==> src/rtl/icu_wide.sv <==
// Wide MC14500B-style industrial control unit: 16-opcode bit-logic processor on a
// WIDTH-bit result register with per-bit I/O enable masks and an acknowledged store port.
package instructions;
    typedef enum logic [3:0] {
        NOPO = 4'h0, LD = 4'h1, LDC = 4'h2, AND = 4'h3,
        ANDC = 4'h4, OR = 4'h5, ORC = 4'h6, XNOR = 4'h7,
        STO = 4'h8, STOC = 4'h9, IEN = 4'hA, OEN = 4'hB,
        JMP = 4'hC, RTN = 4'hD, SKZ = 4'hE, NOPF = 4'hF
    } instruction_t;
endpackage

module icu_wide
    import instructions::*;
#(
    parameter int WIDTH          = 8,
    parameter bit STALL_ON_WRITE = 1'b1
) (
    input  logic               clk,
    input  logic               rst,
    input  instruction_t       instruction,
    input  logic               instr_valid,
    output logic               instr_ready,
    input  logic [WIDTH-1:0]   data_in,
    output logic [WIDTH-1:0]   data_out,
    output logic               write,
    output logic [WIDTH-1:0]   write_mask,
    input  logic               write_ack,
    output logic               jmp,
    output logic               rtn,
    output logic               flag_o,
    output logic               flag_f,
    output logic [WIDTH-1:0]   rr_out
);

    logic [WIDTH-1:0] rr_q, rr_d;
    logic [WIDTH-1:0] ien_q, ien_d;
    logic [WIDTH-1:0] oen_q, oen_d;
    logic [WIDTH-1:0] dout_q, dout_d;
    logic [WIDTH-1:0] wmask_q, wmask_d;
    logic             skip_q, skip_d;
    logic             write_q, write_d;
    logic             jmp_q, jmp_d;
    logic             rtn_q, rtn_d;
    logic             flago_q, flago_d;
    logic             flagf_q, flagf_d;
    logic             accept;
    logic [WIDTH-1:0] operand;

    assign instr_ready = !rst && !(write_q && STALL_ON_WRITE);
    assign accept      = instr_valid && instr_ready;
    assign operand     = data_in & ien_q;

    always_comb begin
        rr_d    = rr_q;
        ien_d   = ien_q;
        oen_d   = oen_q;
        dout_d  = dout_q;
        wmask_d = wmask_q;
        skip_d  = skip_q;
        jmp_d   = 1'b0;
        rtn_d   = 1'b0;
        flago_d = 1'b0;
        flagf_d = 1'b0;
        // A pending store holds until acknowledged; in pulse mode it always lasts one cycle.
        write_d = STALL_ON_WRITE ? (write_q && !write_ack) : 1'b0;

        if (accept) begin
            if (skip_q) begin
                skip_d = 1'b0;
            end else begin
                case (instruction)
                    NOPO: flago_d = 1'b1;
                    LD:   rr_d = operand;
                    LDC:  rr_d = ~operand;
                    AND:  rr_d = rr_q & operand;
                    ANDC: rr_d = ~rr_q & operand;
                    OR:   rr_d = rr_q | operand;
                    // Disabled input bits read as 1 for ORC rather than 0.
                    ORC:  rr_d = ((~rr_q | data_in) & ien_q) | ~ien_q;
                    XNOR: rr_d = ~rr_q ^ operand;
                    STO, STOC: begin
                        if (oen_q != '0) begin
                            dout_d  = (instruction == STO) ? rr_q : ~rr_q;
                            wmask_d = oen_q;
                            write_d = 1'b1;
                        end
                    end
                    IEN:  ien_d = data_in;
                    OEN:  oen_d = operand;
                    JMP:  jmp_d = 1'b1;
                    RTN: begin
                        rtn_d  = 1'b1;
                        skip_d = 1'b1;
                    end
                    SKZ:  skip_d = (rr_q == '0);
                    NOPF: flagf_d = 1'b1;
                    default: ;
                endcase
            end
        end
    end

    always_ff @(posedge clk) begin
        if (rst) begin
            rr_q    <= '0;
            ien_q   <= '0;
            oen_q   <= '0;
            dout_q  <= '0;
            wmask_q <= '0;
            skip_q  <= 1'b0;
            write_q <= 1'b0;
            jmp_q   <= 1'b0;
            rtn_q   <= 1'b0;
            flago_q <= 1'b0;
            flagf_q <= 1'b0;
        end else begin
            rr_q    <= rr_d;
            ien_q   <= ien_d;
            oen_q   <= oen_d;
            dout_q  <= dout_d;
            wmask_q <= wmask_d;
            skip_q  <= skip_d;
            write_q <= write_d;
            jmp_q   <= jmp_d;
            rtn_q   <= rtn_d;
            flago_q <= flago_d;
            flagf_q <= flagf_d;
        end
    end

    assign rr_out     = rr_q;
    assign data_out   = dout_q;
    assign write_mask = wmask_q;
    assign write      = write_q;
    assign jmp        = jmp_q;
    assign rtn        = rtn_q;
    assign flag_o     = flago_q;
    assign flag_f     = flagf_q;

endmodule

==> config.mk <==
export PLATFORM = sky130hd
export DESIGN_NAME = icu_wide
export DESIGN_NICKNAME = d
export VERILOG_FILES = /design/src/rtl/icu_wide.sv
export SDC_FILE = /design/constraint.sdc
export NUM_CORES = 1
export LEC_CHECK = 0
export CAP_MARGIN = 25
export CORE_ASPECT_RATIO = 0.8
export CORE_MARGIN = 3
export CORE_UTILIZATION = 48
export CTS_CLUSTER_DIAMETER = 60
export CTS_CLUSTER_SIZE = 8
export DETAILED_ROUTE_END_ITERATION = 12
export PLACE_DENSITY = 0.8
export SETUP_SLACK_MARGIN = 0.4
export SLEW_MARGIN = 5
export SYNTH_ARGS = -nofsm -noshare
export SYNTH_HDL_FRONTEND = slang
export SYNTH_SLANG_ARGS = --single-unit
==> constraint.sdc <==
create_clock -name clk -period 2.1 [get_ports clk]
set_input_delay 0.315 -clock clk [delete_from_list [all_inputs] [get_ports clk]]
set_output_delay 0.315 -clock clk [all_outputs]
set_load 0.05 [all_outputs]
Word-level counts from Yosys, hierarchy flattened
Cells that the tools add are included.
W data, S select, Z words.

cells by class
  reduce and logical (&&, ||, !) cells = 16
  bitwise logic cells = 13
  muxes and demuxes = 12
  equal/unequal tests = 15

operator list
  operator              number
  $pmux W8 S7           1
  $and A8 B8 Y8         4
  $eq A4 B4 Y1 const B  8
  $not A8 Y8            3
  $or A8 B8 Y8          3
  $eq A4 B3 Y1 const B  4
  $mux W1               9
  $reduce_and A3 Y1     3
  $eq A4 B2 Y1 const B  2
  $logic_not A8 Y1      1
  $mux W8               1
  $reduce_bool A8 Y1    1
  $xor A8 B8 Y8         1
  $reduce_bool A7 Y1    1
  $eq A4 B1 Y1 const B  1
  $logic_not A4 Y1      1
  $reduce_and A4 Y1     1
  $logic_and A1 B1 Y1   3
  $logic_not A1 Y1      3
  $reduce_or A3 Y1      1
  $not A1 Y1            2
  $pmux W1 S2           1
  $reduce_or A2 Y1      1

word-level totals
  input bits = 16
  word-level logic and storage cells = 67
  register bits after elaboration = 46
  output and inout bits = 30

Longest topological paths before layout
Gate-level depths: netlist of run 1.

  depth after elaboration = 6
  depth in mapped cells = 8
  mapped depth without buffers = 6

Worst setup path before layout of run 1
Ideal clock, no wire load.

  kind = register -> register
  start point = register write_q (netlist: write)
  end point = register dout_q[0] (netlist: data_out[0])
  library setup time = 0.132 ns
  clock period less this slack = 2.093 ns
  arrival = 1.960 ns
  path buffers = 3
  setup slack = 0.007 ns
  data required time = 1.968 ns
  stages on the path, launching flop included = 8
  cells stage by stage = dfxtp_1 -> or3b_1 -> buf_6 -> or4_1 -> buf_2 -> buf_6 -> o21ai_1 -> a21oi_1

between the ends
  word-level cells in the longest chain between the ends = 4

ends and longest elaborated chain
  what                         RTL line  RTL
  start, declared              41        logic write_q, write_d;
  start signal, assigned       123       write_q <= write_d;
  $logic_not A1 Y1             49        assign instr_ready = !rst && !(write_q && STALL_ON_WRITE);
  $logic_and A1 B1 Y1          49
  $logic_and A1 B1 Y1          50        assign accept = instr_valid && instr_ready;
  $reduce_and A4 Y1 (no line)  -
  end signal, assigned         120       dout_q <= dout_d;
  end, declared                38        logic [WIDTH-1:0] dout_q, dout_d;

No other way between the ends.
A chain may end at the register's enable or synchronous reset.

Final worst setup path of run 1
  start point = register write_q (netlist: write)
  end point = register rr_q[1] (netlist: rr_out[1])

between the ends
  word-level cells in the longest chain between the ends = 4

ends and longest elaborated chain
  what                         RTL line  RTL
  $logic_not A1 Y1             49
  $logic_and A1 B1 Y1          49
  $logic_and A1 B1 Y1          50
  $reduce_and A3 Y1 (no line)  -
  end signal, assigned         117       rr_q <= rr_d;
  end, declared                35        logic [WIDTH-1:0] rr_q, rr_d;

No other way between the ends.

==> results of run 1 <==
==> tightest hold or removal path: stages, from the launching register on <==
cell,delay [ps]
dfxtp_1,320
o21ai_2,50
a21oi_1,50
==> worst max path at each step <==
stage / cells past startpoint / from / slack, ps / to
finish: 6 / write / 310 / rr_out[1]
global route: 6 / write / 280 / rr_out[6]
CTS: 5 / write / 320 / data_out[3]
detailed placement: 6 / rst / -220 / ien_q[1]
global placement: 7 / rst / -200 / rr_out[1]
floorplan: 7 / write / 140 / data_out[0]
==> layer usage <==
metal | wire (um) | global-route usage (%) | share of wire, %
met1 | 3100 | 30.2 | 43
met4 | 155 | 8.89 | 2.2
met5 | 0 | 0 | 0
met2 | 3430 | 37.4 | 48
met3 | 469 | 5.98 | 6.6
==> cells in the final DEF (no fill, tap or decap), types with 4 or more instances in the layout <==
master	instances
o21ai_2	14
clkdlybuf4s50_1	10
dfxtp_1	44
nor2b_1	9
buf_6	4
a311oi_1	7
a21oi_1	21
a21boi_0	6
nand3_1	8
clkbuf_2	4
xnor2_1	8
clkbuf_8	7
mux2_4	4
ha_1	8
and3b_1	7
o21ai_0	7
nand2_1	26
buf_4	21
inv_1	18
nor2_1	30
dlygate4sd2_1	29
o221ai_1	6
buf_12	4
a32oi_1	4
mux2i_1	19
==> metrics by stage <==
| step | util [%] | setup TNS [ps] |
|---|---|---|
| 2_1_floorplan | - | 0 |
| 3_3_place_gp | 63.1 | -5070 |
| 3_5_place_dp | 63.1 | -6010 |
| 4_1_cts | 67.4 | 0 |
| 5_1_grt | 68.6 | 0 |
| 6_report | 68.6 | 0 |
==> cells by family after synthesis <==
family	count (synthesis)
AND/OR/NAND/NOR	106
AO/OA/AOI/OAI	75
flip-flops	46
buffers and inverters	42
multiplexers	24
XOR/XNOR	8
adder cells (fa/ha/maj)	8
==> power groups by stage <==
stage                     clock, uW  sequential [uW]  combinational [uW]
after CTS                       618              897                 289
after floorplan                   0              942                 144
after global placement            0              917                 277
after global routing            663              899                 323
final                           611              897                 301
after detailed placement          0              917                 283
==> timing repair <==
action / in CTS / in global routing
setup buffers: 5 / 2
cloned: 2 / 1
pin swaps: 6 / 5
setup endpoints to repair: 72 / 44
resized for setup: 72 / 15
==> final cells by class <==
| cell class | instances | area share [%] |
|---|---|---|
| well taps | 62 | 2.21 |
| flip-flops and latches | 46 | 26.3 |
| inverters | 18 | 1.92 |
| repair buffers | 78 | 21.1 |
| clock inverters | 1 | 0.249 |
| clock buffers | 7 | 2.74 |
| multi-input cells | 221 | 45.4 |
==> flip-flops by register name, summed over array words and instances (netlist names) <==
name and count:
skip_q 1, jmp 1, write 1, rr_out 8, ien_q 8, rtn 1
flag_o 1, write_mask 8, oen_q 8, data_out 8, flag_f 1
==> metrics.txt, run 1 <==
drt first-iter violations between 100 and 150; Total Nets Final 394; family with the most delay on the worst path simple AND/OR/NAND/NOR gates; post-route cell area roughly 0.0035 sq mm; total power 1810 uW; clock sinks 46; die outline area 0.00632 sq mm; MaxCap Viol Count 0; CTS root buffer clkbuf_8; worst hold path type flip-flop to flip-flop; syn avg cell area between 8 and 9 sq um; Routed WL a little over 7000 um; Synth Area in Compound Gates 18.5%; maximum VDD drop 373 uV; number of global-route vias before repair 2401; largest family of logic cells by synthesized area simple AND/OR/NAND/NOR gates; core area 0.00512 sq mm; initial antenna violation count 0; Int Power around 1300 uW; register area share after synthesis 35.5%; Post-CTS Hold Fix Bufs 0; Hold Crit Endpoint data_out[6]; XOR/XNOR share of the synthesized area 2.70%; register area 926 sq um; #FFs+latches synth 46; Synth Instances 309; Flop pwr share between 40% and 50%; Finish-stage setup viols 0; Lkg Pwr 0.00147 uW; Net Sw Frac 27.4%; pin count of the biggest net entering global routing 44; Cell Rows 23; remaining antenna violation count 0; YS warnings 0; run status complete, no violations; io pins 46; layout cells sized above 1 between 20 and 25%; relative slew slack between 60 and 70%; number of non-filler instances in the completed layout 433; mapped cell area 0.00259 sq mm; RSZ-0062 raised after global routing true; skew final 9.48 ps; CTS Buf Count 5; Main synth FF type dfxtp_1; Residual DRC 0; switching pwr 496 uW; area of the multi-input gates 0.00160 sq mm; hold slack 465 ps; final worst setup slack 308 ps; dpl ws -223 ps; Critical Path Max Stage Delay 390 ps; die height just over 70 um; total global routing overflow 0; Initial Util slightly above 50%; most frequent cells after synthesis dfxtp_1 (46), nor2_1 (30), nand2_1 (26); Period Utilization, post-route approximately 85%; Final GP Congestion 0.856; Routed WL per cell roughly 17 um; Worst R2R Start write; CP Cell Sequence or3b_4 -> buf_6 -> nor4_4 -> buf_4 -> clkbuf_16 -> a311oi_2; DP Wirelength 4820 um; Placed Instance Area 0.00323 sq mm; total track usage between 20% and 30%; critical path arrival 1970 ps; R2R depth 6; Post-synth EDFFs 0; Area Growth Syn to Fin 35.6%; hold depth 2; Post-Synth Simple-Gate Area 22.6%; CTS clk-pin slew, worst paths 90 ps; Synth cell types 41; Placed Cells approximately 420; top cell type's share of synthesized area 35.5%; Synth area leader dfxtp_1; Initial DRT Pass Iterations 4; clock buffer depth 2; worst skew pair latency around 300 ps; Achievable Freq 0.558 GHz; net count of the mapped netlist 333; fill count 398; Port Buffers 45; Worst-Margin Slew 511 ps; Comb pwr share between 10% and 20%; clock group share of total power 33.8%; first-pass GRT wire length 11600 um; TritonCTS clock tree done; Slew Limit Fails 0; Fin. Hold Viols 0; crit path time final between 1500 and 2000 ps; slowest stage cell on the critical path or3b_4; # diodes 0; Critical Path RT 2270 ps; FF-to-FF End rr_out[1]; CP Capture Type flip-flop; DR vias 2468; r2r setup slk 310 ps; Setup CP Type flip-flop to flip-flop; # H-tree levels 2; DIE WIDTH 88.2 um; PwrDens 515 mW/mm^2; mux cell area share after synthesis 9.51%; Synth Area in Adders 3.86%; top cells by area, synth dfxtp_1 (36%), mux2i_1 (7.3%), nor2_1 (4.3%); vias per std cell ~5.7; WP buf/inv 3; CP Max Fanout 8; Async S/R FF share, synth 0%; Worst Setup Start Kind flip-flop; most common cell in the synthesized netlist dfxtp_1; min-delay src data_out[6]
Note: power is estimated with default switching activity, not from simulation.
==> run 2: changes to the inputs <==
PLACE_DENSITY = unset   (was 0.8)
PLACE_DENSITY_LB_ADDON = 0.15   (was unset)
==> metrics.txt, run 2 (synthesis gave the netlist of run 1 again) <==
DR vias 2473 (+0.20%); clock sinks 46 (unchanged); TritonCTS clock tree done; Routed WL 6810 um (-4.9%); Net Sw Frac 24.7% (-2.7 points); Achievable Freq 0.554 GHz (-0.64%); Initial DRT Pass Iterations 4 (unchanged); Final GP Congestion 0.833 (-2.7%); fill count 417 (+4.8%); # H-tree levels 2 (unchanged); Setup CP Type flip-flop to flip-flop; CP Capture Type flip-flop; Residual DRC 0 (unchanged); clock group share of total power 40.3% (+6.5 points); Period Utilization, post-route 85.9% (+0.55 points); Placed Cells 422 (+1.7%); CTS Buf Count 5 (unchanged); final worst setup slack 297 ps (-11.6 ps); pin count of the biggest net entering global routing 44 (unchanged); Critical Path RT 2320 ps (+50 ps); CTS root buffer clkbuf_8; Fin. Hold Viols 0 (unchanged); DIE WIDTH 88.2 um (unchanged); core area 0.00512 sq mm (unchanged); Comb pwr share 15.7% (-1.0 points); die height 71.7 um (unchanged); worst skew pair latency 300 ps (about the same); Lkg Pwr 0.00155 uW (+4.8%); CP Max Fanout 7 (-1); Worst Setup Start Kind flip-flop; PwrDens 558 mW/mm^2 (+8.4%); relative slew slack 66.9% (+0.83 points); initial antenna violation count 0 (unchanged); layout cells sized above 1 25.1% (+3.2 points); Port Buffers 45 (unchanged); dpl ws -182 ps (+40.7 ps); number of global-route vias before repair 2279 (-5.1%); die outline area 0.00632 sq mm (unchanged); clock buffer depth 2 (unchanged); skew final 5.12 ps (-4.36 ps); total track usage 22.9% (-0.51 points); remaining antenna violation count 0 (unchanged); Cell Rows 23 (unchanged); CTS clk-pin slew, worst paths 90 ps (about the same); Int Power 1530 uW (+17%); Initial Util 50.6% (unchanged); # diodes 0 (unchanged); critical path arrival 2020 ps (+50 ps); DP Wirelength 4750 um (-1.5%); Area Growth Syn to Fin 40.7%; total global routing overflow 0 (unchanged); crit path time final 1800 ps (+11.6 ps); Worst-Margin Slew 499 ps (-12.5 ps); Placed Instance Area 0.00330 sq mm (+2.0%); Post-CTS Hold Fix Bufs 0 (unchanged); drt first-iter violations 129 (-5.8%); Layout Utilization 71.2% (+2.6 points); vias per std cell 5.61 (-1.6%); switching pwr 502 uW (+1.4%); commonest non-fill, non-tap cells in the layout dfxtp_1 (44), dlygate4sd2_1 (30), nand2_1 (26), buf_4 (26), nor2_1 (25); Total Nets Final 402 (+2.0%); number of non-filler instances in the completed layout 441 (+1.8%); run status complete, no violations; post-route cell area 0.00365 sq mm (+3.8%); Finish-stage setup viols 0 (unchanged); MaxCap Viol Count 0 (unchanged); most common library cell in the layout ignoring fill and taps dfxtp_1; worst hold path type flip-flop to flip-flop; Flop pwr share 44.0% (-5.6 points); io pins 46 (unchanged); Slew Limit Fails 0 (unchanged); maximum VDD drop 263 uV (-29%); RSZ-0062 raised after global routing true; Routed WL per cell 15.4 um (-6.6%); first-pass GRT wire length 11400 um (-1.1%)
[run 2: critical path: stages (launching register included)]
cell and delay [ps]:
dfxtp_4 350, or3b_4 410, buf_6 150, nor4_4 230, buf_4 180, buf_12 130
nor2_4 30, a311oi_2 240
[run 2: layout make-up]
| type | count | area (sq um) | area share, % |
|---|---|---|---|
| timing repair buffer | 86 | 820 | 22.5 |
| clock inverter | 2 | 60.1 | 1.65 |
| sequential | 46 | 926 | 25.4 |
| inverter | 18 | 67.6 | 1.85 |
| tap | 62 | 77.6 | 2.13 |
| clock buffer | 6 | 82.6 | 2.26 |
| multi-input combinational | 221 | 1620 | 44.3 |
[run 2: power by group through the flow]
stage | sequential (uW) | clock (uW) | combinational, uW
after floorplan | 942 | 0 | 144
after global placement | 916 | 0 | 292
after detailed placement | 916 | 0 | 297
after CTS | 895 | 828 | 302
after global routing | 898 | 865 | 345
final | 896 | 822 | 319
[run 2: timing repair]
| action | 4_1_cts | 5_1_grt |
|---|---|---|
| cloned | 1 | 1 |
| setup endpoints to repair | 72 | 45 |
| buffers inserted | 5 | 4 |
| pin swaps | 3 | 14 |
| gates resized for setup | 70 | 24 |
[run 2: through the flow]
stage          setup TNS [ps]  hold slack (ps)  power [uW]
2_1_floorplan               0              448        1090
3_3_place_gp            -4280              447        1210
3_5_place_dp            -4990              463        1210
4_1_cts                     0              462        2030
5_1_grt                     0              479        2110
6_report                    0              460        2040
[run 2: final timing paths]
| path | startpoint | to | slack (ps) | cells after the start |
|---|---|---|---|---|
| hold reg to reg | data_out[6] | data_out[6] | 460 | 2 |
| hold / removal | data_out[6] | data_out[6] | 460 | 2 |
| setup / recovery | write | rr_out[4] | 300 | 7 |
| setup reg to reg | write | rr_out[4] | 300 | 7 |
[run 2: per-layer routing]
layer / share of wire, % / wire length (um) / vias up / track usage (%)
met4: 0.95 / 65 / 0 / 6.04
met1: 46 / 3170 / 1178 / 32.2
met3: 5.1 / 350 / 7 / 4.14
met2: 47 / 3230 / 54 / 36.1
li1: - / - / 1234 / -
met5: 0 / 0 / - / 0
